==> src/rtl/bus_drive_ctrl.sv <==
// Stream-to-bus feeder: FIFO-buffers upstream bytes, arbitrates via bus_req/bus_gnt and drives
// the registered drv_data/drv_en pair for the tristate stage. Optional feature: BUS_PARITY_EN.
module bus_drive_ctrl #(
  parameter int DATA_WIDTH = 8,
  parameter int FIFO_DEPTH = 4,
  parameter int TURNAROUND = 1
) (
  input  logic                  clk,
  input  logic                  rst_n,
  input  logic                  s_valid,
  input  logic [DATA_WIDTH-1:0] s_data,
  output logic                  s_ready,
  output logic                  bus_req,
  input  logic                  bus_gnt,
  output logic [DATA_WIDTH-1:0] drv_data,
  output logic                  drv_en,
`ifdef BUS_PARITY_EN
  output logic                  drv_parity,
`endif
  output logic                  busy
);

  localparam int PTR_W = $clog2(FIFO_DEPTH);
  localparam int CNT_W = PTR_W + 1;

  typedef enum logic [1:0] {
    IDLE  = 2'd0,
    REQ   = 2'd1,
    DRIVE = 2'd2,
    TURN  = 2'd3
  } state_t;

  state_t                state;
  logic [3:0]            turn_cnt;
  logic [DATA_WIDTH-1:0] mem [FIFO_DEPTH];
  logic [PTR_W-1:0]      wr_ptr;
  logic [PTR_W-1:0]      rd_ptr;
  logic [CNT_W-1:0]      count;
  logic                  fifo_empty;
  logic                  fifo_full;
  logic                  push;
  logic                  pop;
  logic [DATA_WIDTH-1:0] head;

  assign fifo_empty = (count == '0);
  assign fifo_full  = (count == CNT_W'(FIFO_DEPTH));
  assign s_ready    = !fifo_full;
  assign busy       = (state != IDLE) || !fifo_empty;
  assign push       = s_valid && s_ready;
  assign head       = mem[rd_ptr];

  // A byte leaves the FIFO exactly when it is loaded onto drv_data.
  assign pop = bus_gnt && !fifo_empty && ((state == REQ) || (state == DRIVE));

  // NOTE: storage has no reset; only pointers and count need a known value, which keeps
  // the array mappable onto plain flops or a register file without reset wiring.
  always_ff @(posedge clk) begin
    if (push) mem[wr_ptr] <= s_data;
  end

  // NOTE: sequential state uses non-blocking assignments so every register samples
  // pre-edge values; a blocking '=' here would create order-dependent simulation.
  always_ff @(posedge clk or negedge rst_n) begin
    if (!rst_n) begin
      wr_ptr <= '0;
      rd_ptr <= '0;
      count  <= '0;
    end else begin
      if (push) wr_ptr <= wr_ptr + 1'b1;
      if (pop)  rd_ptr <= rd_ptr + 1'b1;
      case ({push, pop})
        2'b10:   count <= count + 1'b1;
        2'b01:   count <= count - 1'b1;
        default: count <= count;
      endcase
    end
  end

  always_ff @(posedge clk or negedge rst_n) begin
    if (!rst_n) begin
      state      <= IDLE;
      turn_cnt   <= '0;
      bus_req    <= 1'b0;
      drv_en     <= 1'b0;
      drv_data   <= '0;
`ifdef BUS_PARITY_EN
      drv_parity <= 1'b0;
`endif
    end else begin
      case (state)
        IDLE: begin
          if (!fifo_empty) begin
            state   <= REQ;
            bus_req <= 1'b1;
          end
        end
        REQ: begin
          if (bus_gnt) begin
            state      <= DRIVE;
            drv_en     <= 1'b1;
            drv_data   <= head;
`ifdef BUS_PARITY_EN
            drv_parity <= ^head;
`endif
          end
        end
        DRIVE: begin
          // Emptiness is the pre-edge view, so a same-edge push ends the burst.
          if (bus_gnt && !fifo_empty) begin
            drv_data   <= head;
`ifdef BUS_PARITY_EN
            drv_parity <= ^head;
`endif
          end else begin
            state      <= TURN;
            drv_en     <= 1'b0;
            drv_data   <= '0;
            bus_req    <= 1'b0;
            turn_cnt   <= 4'(TURNAROUND - 1);
`ifdef BUS_PARITY_EN
            drv_parity <= 1'b0;
`endif
          end
        end
        TURN: begin
          if (turn_cnt == '0) state <= IDLE;
          else                turn_cnt <= turn_cnt - 1'b1;
        end
        default: state <= IDLE;
      endcase
    end
  end

endmodule

==> config.mk <==
export PLATFORM = sky130hd
export DESIGN_NAME = bus_drive_ctrl
export DESIGN_NICKNAME = d
export VERILOG_FILES = /design/src/rtl/bus_drive_ctrl.sv
export SDC_FILE = /design/constraint.sdc
export NUM_CORES = 1
export LEC_CHECK = 0
export CORE_MARGIN = 2
export CORE_UTILIZATION = 55
export DETAILED_ROUTE_END_ITERATION = 8
export GPL_ROUTABILITY_DRIVEN = 0
export GPL_TIMING_DRIVEN = 0
export PLACE_DENSITY_LB_ADDON = 0.3
export SETUP_SLACK_MARGIN = 0.05
export SYNTH_ARGS = -nofsm -noshare
export SYNTH_HDL_FRONTEND = slang
export SYNTH_SLANG_ARGS = --single-unit
==> constraint.sdc <==
create_clock -name clk -period 3.15 [get_ports clk]
set_input_delay 0.63 -clock clk [delete_from_list [all_inputs] [get_ports clk]]
set_output_delay 0.63 -clock clk [all_outputs]
set_load 0.01 [all_outputs]
==> results of run 1 <==
==> power groups by stage <==
stage | clock (mW) | combinational (mW) | sequential, mW
after global placement | 0 | 1.23 | 1.14
after global routing | 0.449 | 1.44 | 1.16
after CTS | 0.427 | 1.31 | 1.14
after floorplan | 0 | 0.904 | 1.15
after detailed placement | 0 | 1.29 | 1.16
final | 0.416 | 1.30 | 1.15
==> final cells by class <==
class	count	area (µm²)
plain buffers	6	31.3
clock buffers	5	68.8
clock inverters	3	33.8
fillers	316	1470
inverters	13	48.8
multi-input cells	93	903
flip-flops and latches	55	1540
well taps	52	65.1
repair buffers	23	230
==> registers in the layout (all words and copies together), names as in the netlist <==
name	count
drv_en	1
bus_req	1
turn_cnt	4
drv_data	8
wr_ptr	2
count	3
mem	32
state	2
rd_ptr	2
==> worst max-delay path, delay by kind of cell, from the launching register on <==
| family | cells | cell delay [ns] |
|---|---|---|
| buffers and inverters | 3 | 0.69 |
| and+or+nand+nor | 1 | 0.44 |
| DFF | 1 | 0.42 |
| adders and majority gates | 1 | 0.21 |
==> layer usage <==
metal / routed length (µm) / global-route usage / share of wire
met4: 57 / 0.0629 / 0.012
met2: 2380 / 0.347 / 0.51
met3: 166 / 0.0464 / 0.035
met1: 2090 / 0.261 / 0.45
met5: 0 / 0 / 0
==> cell usage in the layout (no fill, tap or decap), types with 2 or more instances in the layout <==
cell,instances
o21ai_0,7
ha_1,12
clkbuf_1,3
and3_1,5
nand2_1,5
nand4_1,2
xor2_1,3
edfxtp_1,32
dfrtp_1,23
clkbuf_8,5
or3b_1,2
clkdlybuf4s50_1,23
xnor2_1,3
a22o_1,10
o221ai_1,2
inv_1,13
a31oi_1,2
nor2_1,5
mux2i_1,2
mux4_2,8
==> final timing paths <==
kind	endpoint	slack (ns)	start	cells after the start
setup / recovery	busy	0.45	state[0]	5
hold / removal	drv_data[5]	0.51	drv_data[5]	1
setup reg to reg	count[2]	0.73	count[0]	10
hold reg to reg	drv_data[5]	0.51	drv_data[5]	1
max in group asynchronous	state[0]	1.60	rst_n	1
min in group asynchronous	drv_data[7]	0.89	rst_n	1
==> per-stage QoR <==
stage / util / cells / power, mW
global placement: 0.642 / 242 / 2.36
finish: 0.666 / 250 / 2.86
global route: 0.666 / 250 / 3.05
detailed placement: 0.642 / 242 / 2.45
floorplan: - / 167 / 2.05
CTS: 0.666 / 250 / 2.88
==> cells by family after synthesis <==
logic type / synth area share
fa+ha+maj: 0.0675
simple gates: 0.0785
compound gates: 0.0973
buf+inv: 0.0318
mux: 0.0943
xor+xnor: 0.0209
flops: 0.610
==> impl_metrics.py, run 1 <==
metrics = {
    "status": {
        "outcome": "finished, final reports clean",
    },
    "synthesis": {
        "ys_types": 46,
        "seq_area_frac_synth": 0.610,
        "synthTopCellsByCount": "32 x edfxtp_1, 23 x dfrtp_1, 13 x inv_1, 12 x ha_1, 10 x a22o_1",
        "synth-main-ff-cell": "edfxtp_1",
        "syn_inst": 167,
        "synth_top_area_share": 0.381,
        "synth_top_area_cell": "edfxtp_1",
        "netlist_area_um2": 2520,
        "synthesis.nets": 192,
        "synth-edff-count": 32,
        "yosysMostFrequentCell": "edfxtp_1",
        "synth_area_leaders": "edfxtp_1 38%, dfrtp_1 23%, mux4_2 7.1%, ha_1 6.0%, a22o_1 3.5%",
        "synthArstFlopShare": 0.418,
        "yosys_warnings": 0,
        "synth_seq_cells": 55,
        "avgSynthCellArea_um2": 15.1,
    },
    "layout": {
        "area_growth_pct": 15.8,
        "antenna_cells": 0,
        "fin_nets": 222,
        "finalInstanceArea_um2": 2920,
        "drive_gt1_frac": 0.126,
    },
    "setup_path": {
        "slowest_delay_ns": 0.49,
        "worst_ep_arrival_time_ns": 2.07,
        "cp_max_fo": 4,
        "crit_type": "flip-flop to output port",
        "crit_required_ns": 2.52,
        "cp-start-kind": "flip-flop",
        "crit_path_end_kind": "output port",
        "crit_top_cell": "inv_1",
        "cp_cell_sequence": "inv_1 -> ha_1 -> nor4b_2 -> inv_1 -> clkdlybuf4s50_1",
        "crit_slowest_cell": "clkdlybuf4s50_1",
    },
    "placement": {
        "pre_cts_slack_ns": 0.538,
        "portBuffers": 23,
        "hpwl_um": 3230,
        "dpl_cell_area_um2": 2820,
    },
    "power": {
        "swShare": 0.367,
        "clkPwrFrac": 0.146,
        "p_sw_mw": 1.05,
        "p_int_mw": 1.81,
        "ir_drop_uv": 612,
        "powerDensity_nw_per_um2": 980,
        "seq_power_share": 0.401,
        "total_leakage_power_nw": 1.13,
        "combPwrFrac": 0.453,
    },
    "sta": {
        "skew_ns": 0.0112,
        "min_period_ns": 2.70,
        "relSlewSlack": 0.272,
        "setup_slack_ns": 0.447,
        "setup_viol": 0,
        "setup_tns_ns": 0,
        "holdWs_ns": 0.514,
        "report.final.hold_viol_count": 0,
        "fmax_ghz": 0.370,
        "tightest_slew_ns": 1.09,
        "slew_viol_final": 0,
        "rsz0062_at_grt": "false",
        "fin_crit_sh": 0.858,
    },
    "clocking": {
        "cts_buffer_depth": 2,
        "cts_buffers": 5,
        "htreeDepth": 2,
        "ctsResizeCount": 0,
        "postCtsSetupRepairBufs": 0,
        "clk_latency_ns": 0.32,
        "clk_pin_slew_ns": 0.10,
        "cts_hold_buf": 0,
        "cts_sinks": 55,
        "clk_root_buffer_cell": "clkbuf_8",
        "cts_tree": "done",
    },
    "grt": {
        "grt_first_pass_wirelength_um": 7780,
        "grt_pass1_vias": 1610,
        "antenna_found_initial": 0,
        "gr-usage-all-layers": 0.204,
        "grt_max_degree": 24,
        "grt_overflow": 0,
    },
    "route": {
        "ant_nets": 0,
        "drcViolationCount": 0,
        "drtPass1Iterations": 4,
        "wirelength_um": 4690,
        "viasPerCell": 5.96,
        "vias": 1491,
        "wl_per_cell_um": 18.8,
        "drt_iter0_drc": 143,
    },
    "floorplan": {
        "core-area_um2": 4380,
        "design.die.area_um2": 5140,
        "chipHeight_um": 71.7,
        "row_count": 24,
        "pin_count": 24,
        "dieWidth_um": 71.7,
        "initial_core_util": 0.575,
    },
    "worst_hold_path": {
        "hp-class": "flip-flop to flip-flop",
    },
    "flow_run": {
        "drv_cap": 0,
    },
}
No activity file was read; power rests on OpenSTA's default activity.
==> run 2, diff against run 1 <==
==> constraint.sdc (replaced) <==
create_clock -name clk -period 3.15 [get_ports clk]
set_input_delay 0.63 -clock clk [delete_from_list [all_inputs] [get_ports clk]]
set_output_delay 0.63 -clock clk [all_outputs]
set_load 0.1 [all_outputs]
==> run 2 against run 1 <==
Against the previous run: clock skew hardly changed; routed wire length down 0.15%; clock-buffer cell count unchanged; highest routed layer unchanged.
==> impl_metrics.py, run 2 (synthesis gave the netlist of run 1 again) <==
metrics = {
    "flow_run": {
        "drv_cap": 0,
    },
    "worst_hold_path": {
        "hp-class": "flip-flop to flip-flop",
        "whs_path_depth": 1,
    },
    "placement": {
        "post-place-cells": 242,
        "portBuffers": 23,
        "hpwl_um": 3230,
    },
    "grt": {
        "grt_overflow": 0,
        "grt_first_pass_wirelength_um": 7780,
        "gr-usage-all-layers": 0.204,
        "antenna_found_initial": 0,
        "grt_max_degree": 24,
        "grt_pass1_vias": 1610,
    },
    "route": {
        "vias": 1487,
        "wl_per_cell_um": 18.7,
        "drtPass1Iterations": 4,
        "wirelength_um": 4680,
        "ant_nets": 0,
        "viasPerCell": 5.95,
        "drcViolationCount": 0,
        "drt_iter0_drc": 143,
    },
    "floorplan": {
        "core-area_um2": 4380,
        "chipHeight_um": 71.7,
        "dieWidth_um": 71.7,
        "row_count": 24,
        "design.die.area_um2": 5140,
        "pin_count": 24,
        "initial_core_util": 0.575,
    },
    "setup_path": {
        "reg2reg_to": "count[2]",
        "timing.critical_path.buf_inv": 2,
        "crit_type": "flip-flop to output port",
        "worst_ep_arrival_time_ns": 2.36,
        "r2r_slack_ns": 0.73,
        "critPathCapture": "s_ready",
        "slowest_delay_ns": 1.16,
        "crit_slowest_cell": "clkdlybuf4s50_1",
        "cp_top_family": "buffers and inverters",
        "worst-path-stages": 3,
        "r2r_cells": 10,
        "cp-start-kind": "flip-flop",
        "cp_max_fo": 8,
        "cp-startpoint": "count[0]",
        "crit_required_ns": 2.52,
        "cp_cell_sequence": "clkbuf_1 -> or3b_1 -> clkdlybuf4s50_1",
        "crit_path_end_kind": "output port",
        "reg2reg_from": "count[0]",
    },
    "layout": {
        "drive_gt1_frac": 0.126,
        "final-seq-area_um2": 1540,
        "mostFrequentLayoutCells": "32 x edfxtp_1, 23 x dfrtp_1, 22 x clkdlybuf4s50_1",
        "largestRegisters": "mem: 32 flops, drv_data: 8 flops, turn_cnt: 4 flops",
        "area_growth_pct": 15.7,
        "multiInputGateArea_um2": 903,
        "fill_cells": 317,
        "antenna_cells": 0,
        "regMostFlops": "mem",
        "finalNonFillerCells": 250,
        "fin_nets": 222,
        "layout_commonest_cell": "edfxtp_1",
        "largest_reg_flops": 32,
    },
    "clocking": {
        "postCtsSetupRepairBufs": 0,
        "cts_buffers": 5,
        "clk_latency_ns": 0.32,
        "clk_pin_slew_ns": 0.10,
        "cts_buffer_depth": 2,
        "cts_sinks": 55,
        "clk_root_buffer_cell": "clkbuf_8",
        "cts_tree": "done",
        "htreeDepth": 2,
    },
    "sta": {
        "setup_viol": 0,
        "rsz0062_at_grt": "false",
        "tightest_slew_ns": 1.09,
        "slew_viol_final": 0,
        "fmax_ghz": 0.334,
        "holdWs_ns": 0.514,
        "setup_tns_ns": 0,
        "fin_crit_sh": 0.950,
        "relSlewSlack": 0.272,
        "skew_ns": 0.0112,
        "report.final.hold_viol_count": 0,
        "min_period_ns": 2.99,
    },
    "status": {
        "outcome": "finished, final reports clean",
    },
}
## run 2: changes by cell type in the layout (fill, tap and decap cells not counted)
cell             delta
clkdlybuf4s50_1     -1
dlygate4sd2_1       +1
## run 2: final cells by class
class | instances | share of cell area
Buffer | 6 | 0.0107
Clock buffer | 5 | 0.0236
Clock inverter | 3 | 0.0116
Inverter | 13 | 0.0167
Multi-Input combinational cell | 93 | 0.310
Sequential cell | 55 | 0.527
Tap cell | 52 | 0.0223
Timing Repair Buffer | 23 | 0.0785
## run 2: layer usage
metal	wire length, µm	vias up	global-route usage
li1	-	695	-
met2	2370	32	0.347
met5	0	-	0
met3	163	5	0.0464
met1	2090	755	0.261
met4	57	0	0.0629
## run 2: how the worst min path moves through the flow
| stage | start | slack, ns | endpoint |
|---|---|---|---|
| after floorplan | rst_n | 0.33 | bus_req |
| after global placement | drv_data[3] | 0.49 | drv_data[3] |
| after detailed placement | drv_data[3] | 0.48 | drv_data[3] |
| after CTS | drv_data[3] | 0.51 | drv_data[3] |
| after global routing | drv_data[3] | 0.52 | drv_data[3] |
| final | drv_data[5] | 0.51 | drv_data[5] |
## run 2: metrics by stage
stage	instance area (µm²)	util	setup WS (ns)
floorplan	2520	-	0.365
global placement	2820	0.642	0.403
detailed placement	2820	0.642	0.339
CTS	2920	0.665	0.145
global route	2920	0.665	0.0514
finish	2920	0.665	0.158
## run 2: timing repair
action | in CTS | in global routing
gates resized for setup | 1 | 0
hold buffers | 0 | 0
endpoints found under the setup margin | 1 | 0
Power of run 2 is left out: the tool's default activity adds up to more than one toggle a clock period on the data nets, which glitch-free logic cannot reach.
